## src/rtl/wb_sdram_arb_if.sv

```systemverilog
// wb_sdram_arb_if: Wishbone bundle between NUM_MASTERS masters, the arbiter and the SDRAM controller port.
interface wb_sdram_arb_if #(
   parameter int NUM_MASTERS = 3,
   parameter int AW = 23
);
   logic [NUM_MASTERS-1:0] m_cyc_i, m_stb_i, m_we_i;
   logic [NUM_MASTERS*AW-1:0] m_adr_i;
   logic [NUM_MASTERS*32-1:0] m_dat_i;
   logic [NUM_MASTERS*4-1:0] m_sel_i;
   logic [NUM_MASTERS*3-1:0] m_cti_i;
   logic [31:0] m_dat_o;
   logic [NUM_MASTERS-1:0] m_ack_o, m_err_o, gnt_o;
   logic s_cyc_o, s_stb_o, s_we_o;
   logic [AW-1:0] s_adr_o;
   logic [31:0] s_dat_o;
   logic [3:0] s_sel_o;
   logic [2:0] s_cti_o;
   logic [31:0] s_dat_i;
   logic s_ack_i;
   modport slave (
      input m_cyc_i, m_stb_i, m_we_i, m_adr_i, m_dat_i, m_sel_i, m_cti_i, s_dat_i, s_ack_i,
      output m_dat_o, m_ack_o, m_err_o, gnt_o, s_cyc_o, s_stb_o, s_we_o, s_adr_o, s_dat_o, s_sel_o, s_cti_o
   );
   modport master (
      output m_cyc_i, m_stb_i, m_we_i, m_adr_i, m_dat_i, m_sel_i, m_cti_i, s_dat_i, s_ack_i,
      input m_dat_o, m_ack_o, m_err_o, gnt_o, s_cyc_o, s_stb_o, s_we_o, s_adr_o, s_dat_o, s_sel_o, s_cti_o
   );
endinterface

```

## src/rtl/wb_sdram_arb.sv

```systemverilog
// wb_sdram_arb: round-robin Wishbone arbiter holding grant per cycle, with a release gap and an ack watchdog.
module wb_sdram_arb #(
   parameter int NUM_MASTERS = 3,
   parameter int AW = 23,
   parameter int TIMEOUT = 255
) (
   input logic clk,
   input logic rst,
   wb_sdram_arb_if.slave bus
);
   localparam int N = NUM_MASTERS;
   localparam int LW = N > 1 ? $clog2(N) : 1;
   localparam int WW = $clog2(TIMEOUT + 2);
   localparam logic [WW-1:0] WD_MAX = WW'(TIMEOUT > 0 ? TIMEOUT - 1 : 0);
   typedef enum logic [2:0] {IDLE = 3'b001, GRANT = 3'b010, RELEASE = 3'b100} state_t;
   state_t state, state_n;
   logic [N-1:0] gnt, gnt_n, req;
   logic [LW-1:0] last, last_n, pick;
   logic [WW-1:0] wd_cnt, wd_n;
   logic in_g, cyc_g, stb_g, wd_hit, leave, found;
   int idx;
   always_ff @(posedge clk or posedge rst) begin
      if (rst) begin
         state <= IDLE;
         gnt <= '0;
         last <= LW'(N - 1);
         wd_cnt <= '0;
      end else begin
         state <= state_n;
         gnt <= gnt_n;
         last <= last_n;
         wd_cnt <= wd_n;
      end
   end
   // last doubles as the granted index while in GRANT
   always_comb begin
      req = bus.m_cyc_i & bus.m_stb_i;
      pick = last;
      found = 1'b0;
      idx = 0;
      for (int i = 1; i <= N; i++) begin
         idx = int'(last) + i >= N ? int'(last) + i - N : int'(last) + i;
         if (!found && req[idx]) begin
            found = 1'b1;
            pick = LW'(idx);
         end
      end
      in_g = state == GRANT;
      cyc_g = bus.m_cyc_i[last];
      stb_g = bus.m_stb_i[last];
      wd_hit = TIMEOUT != 0 && in_g && cyc_g && stb_g && !bus.s_ack_i && wd_cnt == WD_MAX;
      leave = in_g && (!cyc_g || wd_hit);
      state_n = state == IDLE ? (|req ? GRANT : IDLE) : in_g ? (leave ? RELEASE : GRANT) : IDLE;
      gnt_n = state == IDLE && |req ? N'(1) << pick : in_g && !leave ? gnt : '0;
      last_n = state == IDLE && |req ? pick : last;
      wd_n = !in_g || bus.s_ack_i || leave ? '0 : cyc_g && stb_g && wd_cnt != WD_MAX ? wd_cnt + 1'b1 : wd_cnt;
      bus.gnt_o = gnt;
      bus.s_cyc_o = in_g && cyc_g && !wd_hit;
      bus.s_stb_o = in_g && cyc_g && stb_g && !wd_hit;
      bus.s_we_o = bus.m_we_i[last];
      bus.s_adr_o = bus.m_adr_i[last*AW +: AW];
      bus.s_dat_o = bus.m_dat_i[last*32 +: 32];
      bus.s_sel_o = bus.m_sel_i[last*4 +: 4];
      bus.s_cti_o = bus.m_cti_i[last*3 +: 3];
      bus.m_dat_o = bus.s_dat_i;
      bus.m_ack_o = in_g ? gnt & {N{bus.s_ack_i}} : '0;
      bus.m_err_o = wd_hit ? gnt : '0;
   end
endmodule

```

## src/flat_wrapper.sv

```systemverilog
// flat-port wrapper written by rule: the top's interface ports become plain ports
module wb_sdram_arb_flat 
#(
   parameter int NUM_MASTERS = 3,
   parameter int AW = 23,
   parameter int TIMEOUT = 255
)
  (clk, rst, bus_m_cyc_i, bus_m_stb_i, bus_m_we_i, bus_m_adr_i, bus_m_dat_i, bus_m_sel_i, bus_m_cti_i, bus_s_dat_i, bus_s_ack_i, bus_m_dat_o, bus_m_ack_o, bus_m_err_o, bus_gnt_o, bus_s_cyc_o, bus_s_stb_o, bus_s_we_o, bus_s_adr_o, bus_s_dat_o, bus_s_sel_o, bus_s_cti_o);
  wb_sdram_arb_if #(.NUM_MASTERS(NUM_MASTERS), .AW(AW)) bus_i ();
  input logic clk;
  input logic rst;
  input wire logic [$bits(bus_i.m_cyc_i)-1:0] bus_m_cyc_i;
  input wire logic [$bits(bus_i.m_stb_i)-1:0] bus_m_stb_i;
  input wire logic [$bits(bus_i.m_we_i)-1:0] bus_m_we_i;
  input wire logic [$bits(bus_i.m_adr_i)-1:0] bus_m_adr_i;
  input wire logic [$bits(bus_i.m_dat_i)-1:0] bus_m_dat_i;
  input wire logic [$bits(bus_i.m_sel_i)-1:0] bus_m_sel_i;
  input wire logic [$bits(bus_i.m_cti_i)-1:0] bus_m_cti_i;
  input wire logic [$bits(bus_i.s_dat_i)-1:0] bus_s_dat_i;
  input wire logic [$bits(bus_i.s_ack_i)-1:0] bus_s_ack_i;
  output wire logic [$bits(bus_i.m_dat_o)-1:0] bus_m_dat_o;
  output wire logic [$bits(bus_i.m_ack_o)-1:0] bus_m_ack_o;
  output wire logic [$bits(bus_i.m_err_o)-1:0] bus_m_err_o;
  output wire logic [$bits(bus_i.gnt_o)-1:0] bus_gnt_o;
  output wire logic [$bits(bus_i.s_cyc_o)-1:0] bus_s_cyc_o;
  output wire logic [$bits(bus_i.s_stb_o)-1:0] bus_s_stb_o;
  output wire logic [$bits(bus_i.s_we_o)-1:0] bus_s_we_o;
  output wire logic [$bits(bus_i.s_adr_o)-1:0] bus_s_adr_o;
  output wire logic [$bits(bus_i.s_dat_o)-1:0] bus_s_dat_o;
  output wire logic [$bits(bus_i.s_sel_o)-1:0] bus_s_sel_o;
  output wire logic [$bits(bus_i.s_cti_o)-1:0] bus_s_cti_o;
  assign bus_i.m_cyc_i = bus_m_cyc_i;
  assign bus_i.m_stb_i = bus_m_stb_i;
  assign bus_i.m_we_i = bus_m_we_i;
  assign bus_i.m_adr_i = bus_m_adr_i;
  assign bus_i.m_dat_i = bus_m_dat_i;
  assign bus_i.m_sel_i = bus_m_sel_i;
  assign bus_i.m_cti_i = bus_m_cti_i;
  assign bus_i.s_dat_i = bus_s_dat_i;
  assign bus_i.s_ack_i = bus_s_ack_i;
  assign bus_m_dat_o = bus_i.m_dat_o;
  assign bus_m_ack_o = bus_i.m_ack_o;
  assign bus_m_err_o = bus_i.m_err_o;
  assign bus_gnt_o = bus_i.gnt_o;
  assign bus_s_cyc_o = bus_i.s_cyc_o;
  assign bus_s_stb_o = bus_i.s_stb_o;
  assign bus_s_we_o = bus_i.s_we_o;
  assign bus_s_adr_o = bus_i.s_adr_o;
  assign bus_s_dat_o = bus_i.s_dat_o;
  assign bus_s_sel_o = bus_i.s_sel_o;
  assign bus_s_cti_o = bus_i.s_cti_o;
  wb_sdram_arb #(.NUM_MASTERS(NUM_MASTERS), .AW(AW), .TIMEOUT(TIMEOUT)) u_core (.clk(clk), .rst(rst), .bus(bus_i));
endmodule
```

## config.mk

```make
export PLATFORM = sky130hd
export DESIGN_NAME = wb_sdram_arb_flat
export DESIGN_NICKNAME = d
export VERILOG_FILES = /design/src/rtl/wb_sdram_arb_if.sv /design/src/rtl/wb_sdram_arb.sv /design/src/flat_wrapper.sv
export SDC_FILE = /design/constraint.sdc
export NUM_CORES = 1
export LEC_CHECK = 0
export ABC_CLOCK_PERIOD_IN_PS = 2120
export CAP_MARGIN = 20
export CORE_AREA = 2 2 129 131
export DETAILED_ROUTE_END_ITERATION = 8
export DIE_AREA = 0 0 131 133
export PLACE_DENSITY = 0.63
export SLEW_MARGIN = 0
export SYNTH_ARGS = -nofsm -noshare
export SYNTH_HDL_FRONTEND = slang
export SYNTH_SLANG_ARGS = --single-unit
```

## constraint.sdc

```tcl
create_clock -name clk -period 2.12 [get_ports clk]
set_input_delay 0.53 -clock clk [delete_from_list [all_inputs] [get_ports clk]]
set_output_delay 0.53 -clock clk [all_outputs]
set_load 0.01 [all_outputs]
```

==> impl_metrics.py, run 1 <==
metrics = {
    "critical_path": {
        "required_ns": 1.59,
        "cpPeakStageDelay_ns": 0.53,
        "worst_r2r_startpoint": "u_core.last[0]",
        "worst-path-max-fanout": 5,
        "cp-end-kind": "output pin",
        "crit_slowest_cell": "dfrtp_4",
        "r2r_cells": 9,
        "cp-start-kind": "flop",
        "path_class": "flop to output pin",
        "worstReg2RegEnd": "u_core.bus.gnt_o[2]",
        "worstPathArrival_ns": 1.93,
        "path_cells": "mux2_4 > a22oi_2 > buf_4 > nor2_2 > and3_4 > and2_4 > buf_6",
        "r2r_slack_ns": -0.07,
    },
    "route": {
        "firstDrtPassIters": 4,
        "num_vias": 3949,
        "drt_wl_total_um": 14500,
        "highest_layer": "met5",
        "viasPerCell": 4.31,
        "dr_wl_met3_um": 972,
        "wl_met2_um": 7560,
        "initialDrtViolationCount": 78,
        "ant_nets": 0,
        "drc": 0,
        "drt-met1-wl_um": 5770,
        "avgRoutedWirePerCell_um": 15.8,
    },
    "sta": {
        "maxSlewHeadroom": 0.663,
        "tightest_slew_ns": 0.506,
        "setup_viol": 71,
        "skew_ns": 0.00137,
        "fmax_mhz": 406,
        "period_needed_ns": 2.46,
        "post-route-period-util": 1.16,
        "report.final.slew_viol_count": 0,
        "setup_ws_ns": -0.345,
        "hold_viol": 0,
        "rsz0062_at_grt": "yes",
    },
    "clock_network": {
        "clkLatencyLatePin_ns": 0.25,
        "clk_path_buf_depth": 2,
        "cts-root-buf": "clkbuf_16",
        "htreeDepth": 1,
        "cts_made_buffers": 3,
        "clock_sinks": 17,
        "path_clk_slew_ns": 0.06,
        "cts_tree": "yes",
    },
    "cells_and_area": {
        "drive_above_1_share": 0.329,
        "area_delta_synth_final_pct": 136,
        "antenna_cells": 0,
        "fin_nets": 933,
    },
    "run": {
        "maxCapViolations": 0,
    },
    "global_route": {
        "track_usage": 0.154,
        "grt_pass1_vias": 3734,
        "grt_max_degree": 42,
        "overflow": 0,
        "grt_pass1_wl_um": 20900,
        "antenna_found_initial": 1,
    },
    "synth": {
        "synthesis.area_sq_mm": 0.00278,
        "postSynth.asyncResetShare": 1.00,
        "yosysSeqAreaShare": 0.154,
        "synth_edf_count": 0,
        "avgSynthCellArea_sq_um": 7.33,
        "yosysWarnings": 0,
        "syn_nets": 614,
        "ys.flop_type": "dfrtp_1",
        "netlist_instances": 379,
        "synthDistinctLibCells": 45,
        "ys_ff_latch": 17,
    },
    "floorplan": {
        "io_pins": 336,
        "rows": 47,
        "core_region_area_sq_mm": 0.0162,
        "dieWidth_um": 131,
        "die_h_um": 133,
        "die-area_sq_mm": 0.0174,
        "start_util": 0.172,
    },
    "placed_design": {
        "hpwl_um": 11000,
        "place.gp.congestion": 0.816,
        "io_buffers": 271,
        "preCtsSetupSlack_ns": -0.798,
    },
    "worst_hold_path": {
        "hold_path_end": "u_core.wd_cnt[1]",
        "min_from": "u_core.wd_cnt[1]",
        "min_path_type": "flop to flop",
        "worstHoldPathCells": 2,
    },
    "power_and_ir_drop": {
        "powerDensity_mw_per_mm2": 1070,
        "total_power_w": 0.00703,
        "p_leak_nw": 2.92,
        "vdd.ir_drop.worst_v": 0.000378,
    },
    "outcome": {
        "status": "complete, but fails checks",
        "failed_checks": "setup timing",
    },
}
## cell usage after synthesis (all sizes together), types with 2 or more instances
cell type | instances | area [sq um]
a211oi | 3 | 40.0
a21oi | 6 | 30.0
a22o | 2 | 17.5
a31oi | 2 | 12.5
and2 | 4 | 25.0
and3 | 6 | 37.5
buf | 44 | 310
clkbuf | 14 | 52.6
dfrtp | 15 | 375
dfstp | 2 | 52.6
ha | 5 | 62.6
inv | 8 | 30.0
mux2i | 66 | 673
nand2 | 67 | 251
nand2b | 2 | 12.5
nand3 | 7 | 35.0
nand4 | 8 | 50.1
nand4b | 3 | 26.3
nor2 | 17 | 63.8
nor3 | 5 | 30.0
nor4 | 6 | 37.5
o21ai | 63 | 315
o31a | 2 | 17.5
o31ai | 2 | 15.0
xnor2 | 7 | 61.3
## area by class of cell
| cell class | count | area, sq um |
|---|---|---|
| Clock buffer | 3 | 75.1 |
| Clock inverter | 1 | 7.51 |
| Fill cell | 1679 | 9620 |
| Inverter | 8 | 35.0 |
| Multi-Input combinational cell | 296 | 2210 |
| Sequential cell | 17 | 432 |
| Tap cell | 220 | 275 |
| Timing Repair Buffer | 372 | 3520 |
## power by group
part	internal [W]	switching, W
Combinational	0.00329	0.00285
Clock	0.000255	0.000145
Sequential	0.000410	0.0000864
## metal layers
metal,up-vias,track usage
met4,2,0.0242
li1,1955,-
met1,1806,0.192
met2,172,0.281
met3,14,0.0255
met5,-,0
## state kept, by name (all words and copies together) (netlist names)
| signal | flops |
|---|---|
| u_core.bus.gnt_o | 3 |
| u_core.last | 2 |
| u_core.state | 3 |
| u_core.wd_cnt | 9 |
## logic make-up (layout without fill, tap and decap cells)
kind of cell               count (synthesis)  count (layout)  share of synthesized area
AOI/OAI and AO/OA                         86              86                      0.187
xor gates and xnor gates                   7               7                     0.0221
adders and majority gates                  5               5                     0.0225
buffers and inverters                     66             384                      0.142
DFF                                       17              17                      0.154
muxes                                     67              67                      0.247
and+or+nand+nor                          131             131                      0.226
## worst max-delay path by stage
stage                                 from              to  slack, ns  depth (start not counted)
final                       u_core.last[0]  bus_m_err_o[1]      -0.34                          7
after global routing        u_core.last[0]  bus_m_err_o[2]      -0.40                          7
after global placement      bus_m_cyc_i[0]  bus_m_err_o[2]      -0.81                          7
after floorplan           u_core.wd_cnt[0]  bus_m_err_o[0]       0.05                          6
after CTS                   u_core.last[0]  bus_m_err_o[2]      -0.35                          7
after detailed placement    bus_m_cyc_i[0]  bus_m_err_o[2]      -0.80                          7
## metrics by stage
stage	hold WS (ns)	instances	instance area (sq um)	setup TNS, ns	util
final	0.565	917	6550	-7.81	0.405
after global routing	0.589	917	6550	-12.68	0.405
after CTS	0.565	902	6230	-7.57	0.386
after detailed placement	0.550	867	5860	-25.50	0.362
after global placement	0.554	867	5860	-25.03	0.362
after floorplan	0.455	379	2780	0	-
## worst max-delay path, delay by kind of cell (launching register included)
| kind | cells | cell delay [ns] |
|---|---|---|
| AO/OA/AOI/OAI | 1 | 0.20 |
| flip-flops | 1 | 0.53 |
| AND/OR/NAND/NOR | 3 | 0.37 |
| multiplexers | 1 | 0.31 |
| buffers and inverters | 2 | 0.27 |
## timing repair
| item | in CTS | in global routing |
|---|---|---|
| resized for setup | 441 | 61 |
| endpoints found under the setup margin | 85 | 85 |
| endpoints found under the hold margin | 0 | 0 |
| hold buffers | 0 | 0 |
| buffers inserted | 25 | 21 |
| gates cloned | 6 | 2 |
| pin swaps | 19 | 14 |
## cells in the final DEF, fill, tap and decap left out, drive strengths merged, types with 3 or more instances in the layout
| cell | count |
|---|---|
| clkdlybuf4s50 | 195 |
| buf | 167 |
| nand2 | 67 |
| mux2i | 66 |
| o21ai | 63 |
| nor2 | 17 |
| dfrtp | 15 |
| nand4 | 8 |
| inv | 8 |
| xnor2 | 7 |
| nand3 | 7 |
| dlygate4sd2 | 6 |
| a21oi | 6 |
| and3 | 6 |
| nor4 | 6 |
| clkbuf | 5 |
| nor3 | 5 |
| ha | 5 |
| and2 | 4 |
| nand4b | 3 |
| a211oi | 3 |
Note: power is estimated with default switching activity, not from simulation.
==> run 2, diff against run 1 <==
--- a/config.mk
+++ b/config.mk
@@ -5,12 +5,12 @@
 export SDC_FILE = /design/constraint.sdc
 export NUM_CORES = 1
 export LEC_CHECK = 0
-export ABC_CLOCK_PERIOD_IN_PS = 2120
+export ABC_CLOCK_PERIOD_IN_PS = 3000
 export CAP_MARGIN = 20
-export CORE_AREA = 2 2 129 131
+export CORE_AREA = 2 2 131 133
 export DETAILED_ROUTE_END_ITERATION = 8
-export DIE_AREA = 0 0 131 133
-export PLACE_DENSITY = 0.63
+export DIE_AREA = 0 0 133 135
+export PLACE_DENSITY = 0.6
 export SLEW_MARGIN = 0
 export SYNTH_ARGS = -nofsm -noshare
 export SYNTH_HDL_FRONTEND = slang
==> constraint.sdc (replaced) <==
create_clock -name clk -period 3 [get_ports clk]
set_input_delay 0.75 -clock clk [delete_from_list [all_inputs] [get_ports clk]]
set_output_delay 0.75 -clock clk [all_outputs]
set_load 0.01 [all_outputs]
==> impl_metrics.py, run 2 (synthesized netlist as in run 1, its figures left out) <==
metrics = {
    "clock_network": {
        "htreeDepth": 1,
        "clk_path_buf_depth": 2,
        "cts-root-buf": "clkbuf_16",
        "clkLatencyLatePin_ns": 0.24,
        "path_clk_slew_ns": 0.05,
        "cts_made_buffers": 3,
        "cts_tree": "yes",
        "clock_sinks": 17,
    },
    "placed_design": {
        "place.gp.congestion": 0.779,
        "hpwl_um": 10800,
        "placed_cell_area_sq_mm": 0.00557,
        "io_buffers": 271,
    },
    "power_and_ir_drop": {
        "power_frac_seq": 0.090,
        "p_comb_frac": 0.843,
        "vdd.ir_drop.worst_v": 0.000445,
        "powerDensity_mw_per_mm2": 684,
        "p_leak_nw": 2.31,
        "power_frac_clock": 0.067,
        "switching_power_w": 0.00170,
        "total_power_w": 0.00390,
        "p_sw_frac": 0.436,
        "internal-power_w": 0.00220,
    },
    "route": {
        "drt_wl_total_um": 12800,
        "firstDrtPassIters": 4,
        "initialDrtViolationCount": 115,
        "avgRoutedWirePerCell_um": 15.2,
        "ant_nets": 0,
        "drc": 0,
        "num_vias": 3498,
        "viasPerCell": 4.17,
    },
    "floorplan": {
        "core_region_area_sq_mm": 0.0164,
        "io_pins": 336,
        "dieWidth_um": 133,
        "rows": 47,
        "start_util": 0.169,
        "die-area_sq_mm": 0.0180,
        "die_h_um": 135,
    },
    "critical_path": {
        "cpPeakStageDelay_ns": 0.46,
        "path_class": "input pin to output pin",
        "r2r_slack_ns": 0.38,
        "worst-path-max-fanout": 4,
        "crit_buf_inv": 2,
        "crit_family": "buffers and inverters",
        "worstPathArrival_ns": 2.18,
        "cp-start-kind": "input pin",
        "crit_slowest_cell": "clkdlybuf4s50_1",
        "cp-end-kind": "output pin",
        "required_ns": 2.25,
        "path_cells": "clkdlybuf4s50_1 > mux2i_4 > a2bb2oi_4 > nor2_1 > and3_4 > and2_1 > buf_2",
    },
    "cells_and_area": {
        "drive_above_1_share": 0.0711,
        "top_register": "u_core.wd_cnt",
        "fillers": 1706,
        "largest_reg_flops": 9,
        "mostFrequentLayoutCell": "clkdlybuf4s50_1",
        "post-route-util": 0.348,
        "antenna_cells": 0,
        "layout_common_cells": "264 x clkdlybuf4s50_1, 67 x nand2_1, 65 x mux2i_1, 61 x o21ai_0, 18 x buf_4",
        "postLayoutCellArea_sq_mm": 0.00570,
        "fin_nets": 855,
        "area_delta_synth_final_pct": 105,
    },
    "global_route": {
        "grt_pass1_vias": 3458,
        "grt_pass1_wl_um": 19000,
        "grt_max_degree": 43,
        "antenna_found_initial": 0,
        "track_usage": 0.132,
        "overflow": 0,
    },
    "sta": {
        "rsz0062_at_grt": "no",
        "tightest_slew_ns": 0.649,
        "period_needed_ns": 2.93,
        "report.final.slew_viol_count": 0,
        "setup_tns_ns": 0,
        "skew_ns": 0.00313,
        "hold_viol": 0,
        "post-route-period-util": 0.978,
        "fmax_mhz": 341,
        "setup_viol": 0,
        "maxSlewHeadroom": 0.567,
    },
    "worst_hold_path": {
        "min_path_type": "flop to flop",
    },
    "outcome": {
        "status": "complete, no violations",
    },
    "run": {
        "maxCapViolations": 0,
    },
}
-- run 2: changes by cell type in the layout (fill, tap and decap cells not counted), moves of 9 or more --
cell / change
buf_4: -54
o21ai_1: -53
buf_12: -9
clkdlybuf4s50_1: +69
buf_6: -18
buf_2: -52
o21ai_0: +61
-- run 2: power groups by stage --
| stage | clock network, W | registers, W | logic, W |
|---|---|---|---|
| after floorplan | 0 | 0.000327 | 0.00167 |
| after global placement | 0 | 0.000353 | 0.00327 |
| after detailed placement | 0 | 0.000351 | 0.00326 |
| after CTS | 0.000269 | 0.000350 | 0.00329 |
| after global routing | 0.000281 | 0.000361 | 0.00356 |
| final | 0.000262 | 0.000349 | 0.00329 |
-- run 2: worst reg2reg max path: cells and delay by family, from the launching register on --
| family | cells | cell delay (ns) |
|---|---|---|
| DFF | 1 | 0.51 |
| and+or+nand+nor | 1 | 0.11 |
| adders and majority gates | 1 | 0.49 |
| buffers and inverters | 2 | 0.46 |
| AOI/OAI and AO/OA | 3 | 0.99 |
-- run 2: stage by stage --
| stage | setup WS (ns) | instances | hold slack [ns] |
|---|---|---|---|
| detailed placement | -0.392 | 832 | 0.538 |
| global route | 0.00162 | 839 | 0.602 |
| CTS | 0.00517 | 836 | 0.562 |
| floorplan | 0.566 | 379 | 0.500 |
| finish | 0.0672 | 839 | 0.549 |
| global placement | -0.389 | 832 | 0.528 |
-- run 2: final cells by class --
class / instances / area [sq um] / share of cell area
Timing Repair Buffer: 294 / 2910 / 0.510
Multi-Input combinational cell: 296 / 1980 / 0.346
Sequential cell: 17 / 432 / 0.0757
Tap cell: 220 / 275 / 0.0483
Clock buffer: 3 / 75.1 / 0.0132
Inverter: 8 / 30.0 / 0.00527
Clock inverter: 1 / 5.00 / 0.000878
-- run 2: metal layers --
metal  global-route usage  wire, um  vias up
met4               0.0161       105        0
met3               0.0308      1030       12
met2                0.243      6700      173
li1                     -         -     1789
met5                    0         0        -
met1                0.160      4940     1524
-- run 2: what timing repair did --
item	4_1_cts	5_1_grt
pin swaps	1	1
gates resized for setup	21	9
endpoints found under the setup margin	9	11
hold buffers	0	0
hold endpoints to repair	0	0
buffers inserted	0	3
-- run 2: path summary, 6_finish.rpt --
kind                                          start                   to  cells after the start
worst max-delay path                 bus_m_stb_i[0]       bus_m_err_o[1]                      7
worst min-delay path            u_core.bus.gnt_o[1]  u_core.bus.gnt_o[1]                      2
worst max register to register       u_core.last[0]  u_core.bus.gnt_o[0]                      7
worst min register to register  u_core.bus.gnt_o[1]  u_core.bus.gnt_o[1]                      2
max in group asynchronous                       rst       u_core.last[0]                      2
min in group asynchronous                       rst     u_core.wd_cnt[1]                      2
==> run 3, diff against run 2 <==
--- a/config.mk
+++ b/config.mk
@@ -5,12 +5,12 @@
 export SDC_FILE = /design/constraint.sdc
 export NUM_CORES = 1
 export LEC_CHECK = 0
-export ABC_CLOCK_PERIOD_IN_PS = 3000
 export CAP_MARGIN = 20
 export CORE_AREA = 2 2 131 133
+export CTS_BUF_LIST = sky130_fd_sc_hd__clkbuf_8 sky130_fd_sc_hd__clkbuf_16
 export DETAILED_ROUTE_END_ITERATION = 8
 export DIE_AREA = 0 0 133 135
-export PLACE_DENSITY = 0.6
+export PLACE_DENSITY = 0.61
 export SLEW_MARGIN = 0
 export SYNTH_ARGS = -nofsm -noshare
 export SYNTH_HDL_FRONTEND = slang
==> impl_metrics.py, run 3 (synthesized netlist as in run 1, its figures left out) <==
metrics = {
    "route": {
        "initialDrtViolationCount": 91,
        "drt_wl_total_um": 13400,
        "firstDrtPassIters": 4,
        "num_vias": 3543,
        "drc": 0,
        "viasPerCell": 4.21,
        "avgRoutedWirePerCell_um": 16.0,
        "ant_nets": 0,
    },
    "critical_path": {
        "worst-path-max-fanout": 1,
        "r2r_slack_ns": 0.45,
        "worstReg2RegEnd": "u_core.bus.gnt_o[1]",
        "worstPathArrival_ns": 2.18,
        "crit_end": "bus_s_dat_o[22]",
        "path_class": "input pin to output pin",
        "r2r_cells": 8,
        "required_ns": 2.25,
        "startpoint": "bus_m_dat_i[22]",
        "cp-end-kind": "output pin",
        "cp-start-kind": "input pin",
        "worst_r2r_startpoint": "u_core.last[0]",
    },
    "cells_and_area": {
        "ff_latch_area_sq_um": 432,
        "multiInputGateArea_sq_mm": 0.00197,
        "drive_above_1_share": 0.0742,
        "fin_nets": 856,
        "area_delta_synth_final_pct": 105,
        "fillers": 1692,
        "largest_reg_flops": 9,
        "layout_common_cells": "264 x clkdlybuf4s50_1, 67 x nand2_1, 65 x mux2i_1, 63 x o21ai_0, 19 x buf_4",
        "top_register": "u_core.wd_cnt",
        "mostFrequentLayoutCell": "clkdlybuf4s50_1",
    },
    "power_and_ir_drop": {
        "p_sw_frac": 0.440,
        "internal-power_w": 0.00220,
        "vdd.ir_drop.worst_v": 0.000347,
        "powerDensity_mw_per_mm2": 687,
        "power_frac_seq": 0.089,
        "total_power_w": 0.00392,
        "p_leak_nw": 2.31,
        "power_frac_clock": 0.068,
        "switching_power_w": 0.00172,
        "p_comb_frac": 0.843,
    },
    "sta": {
        "skew_ns": 0.00113,
        "tightest_slew_ns": 0.629,
        "setup_tns_ns": 0,
        "report.final.slew_viol_count": 0,
        "setup_viol": 0,
        "post-route-period-util": 0.978,
        "period_needed_ns": 2.93,
        "fmax_mhz": 341,
        "hold_viol": 0,
        "rsz0062_at_grt": "no",
        "maxSlewHeadroom": 0.580,
    },
    "clock_network": {
        "clkLatencyLatePin_ns": 0.25,
        "clock_sinks": 17,
        "path_clk_slew_ns": 0.05,
        "htreeDepth": 1,
        "cts-root-buf": "clkbuf_16",
        "cts_tree": "yes",
        "hold_buffers": 0,
        "cts_made_buffers": 3,
        "clk_path_buf_depth": 2,
    },
    "placed_design": {
        "place.gp.congestion": 0.777,
        "io_buffers": 271,
        "hpwl_um": 11400,
    },
    "floorplan": {
        "core_region_area_sq_mm": 0.0164,
        "dieWidth_um": 133,
        "rows": 47,
        "die_h_um": 135,
        "start_util": 0.169,
        "io_pins": 336,
        "die-area_sq_mm": 0.0180,
    },
    "global_route": {
        "grt_pass1_vias": 3504,
        "track_usage": 0.140,
        "antenna_found_initial": 2,
        "grt_pass1_wl_um": 19900,
        "grt_max_degree": 39,
        "overflow": 0,
    },
    "worst_hold_path": {
        "min_path_type": "flop to flop",
    },
    "run": {
        "maxCapViolations": 0,
    },
    "outcome": {
        "status": "complete, no violations",
    },
}
## run 3: changes by cell type in the layout (fill, tap and decap cells not counted)
cell / previous run / this run
buf_2: 3 / 5
diode_2: 0 / 2
o21ai_0: 61 / 63
o21ai_1: 2 / 0
buf_12: 2 / 3
buf_4: 18 / 19
buf_6: 2 / 1
dlygate4sd2_1: 3 / 2
dlymetal6s2s_1: 1 / 0
nor4_1: 5 / 6
nor4_2: 1 / 0
## run 3: worst min-delay path by stage
stage,from,endpoint,cells past startpoint
after CTS,u_core.bus.gnt_o[1],u_core.bus.gnt_o[1],2
final,u_core.bus.gnt_o[1],u_core.bus.gnt_o[1],2
after global routing,u_core.bus.gnt_o[1],u_core.bus.gnt_o[1],2
after global placement,u_core.wd_cnt[8],u_core.wd_cnt[8],2
after detailed placement,u_core.wd_cnt[8],u_core.wd_cnt[8],2
after floorplan,u_core.wd_cnt[8],u_core.wd_cnt[8],2
## run 3: per-layer routing
layer  share of wire  up-vias  wire (um)  track usage
li1                -     1797          -            -
met1            0.39     1555       5210        0.165
met2            0.52      179       6960        0.258
met3           0.085       12       1140       0.0379
met4          0.0089        0        120       0.0251
met5               0        -          0            0
## run 3: power groups by stage
stage               clock [W]  sequential [W]  combinational (W)
detailed placement          0        0.000354            0.00333
finish               0.000268        0.000349            0.00330
global placement            0        0.000356            0.00332
floorplan                   0        0.000327            0.00167
CTS                  0.000273        0.000352            0.00336
global route         0.000285        0.000359            0.00356
## run 3: critical path: stages
cell and delay, ns:
clkdlybuf4s50_1 0.53, mux2i_1 0.08, o21ai_0 0.16, buf_4 0.14, clkdlybuf4s50_1 0.52
## run 3: cell type report
type                       count  area share
tap                          220      0.0482
clock buffer                   3      0.0132
timing repair buffer         295       0.511
antenna                        2    0.000877
inverter                       8     0.00526
multi-input combinational    296       0.345
sequential                    17      0.0757
clock inverter                 1    0.000877
## run 3: repair_timing
action                     CTS  global route
pin swaps                    1             1
gates resized for setup     27             2
buffers inserted             1             0
setup endpoints to repair    7             7
## run 3: through the flow
stage	setup WS [ns]	util	cell area (sq um)	hold WS, ns	std cells
after global placement	-0.392	0.343	5620	0.532	835
final	0.0666	0.348	5710	0.546	842
after global routing	0.00192	0.348	5700	0.600	841
after CTS	0.00672	0.348	5700	0.557	840
after floorplan	0.566	-	2780	0.500	379
after detailed placement	-0.370	0.343	5620	0.547	835
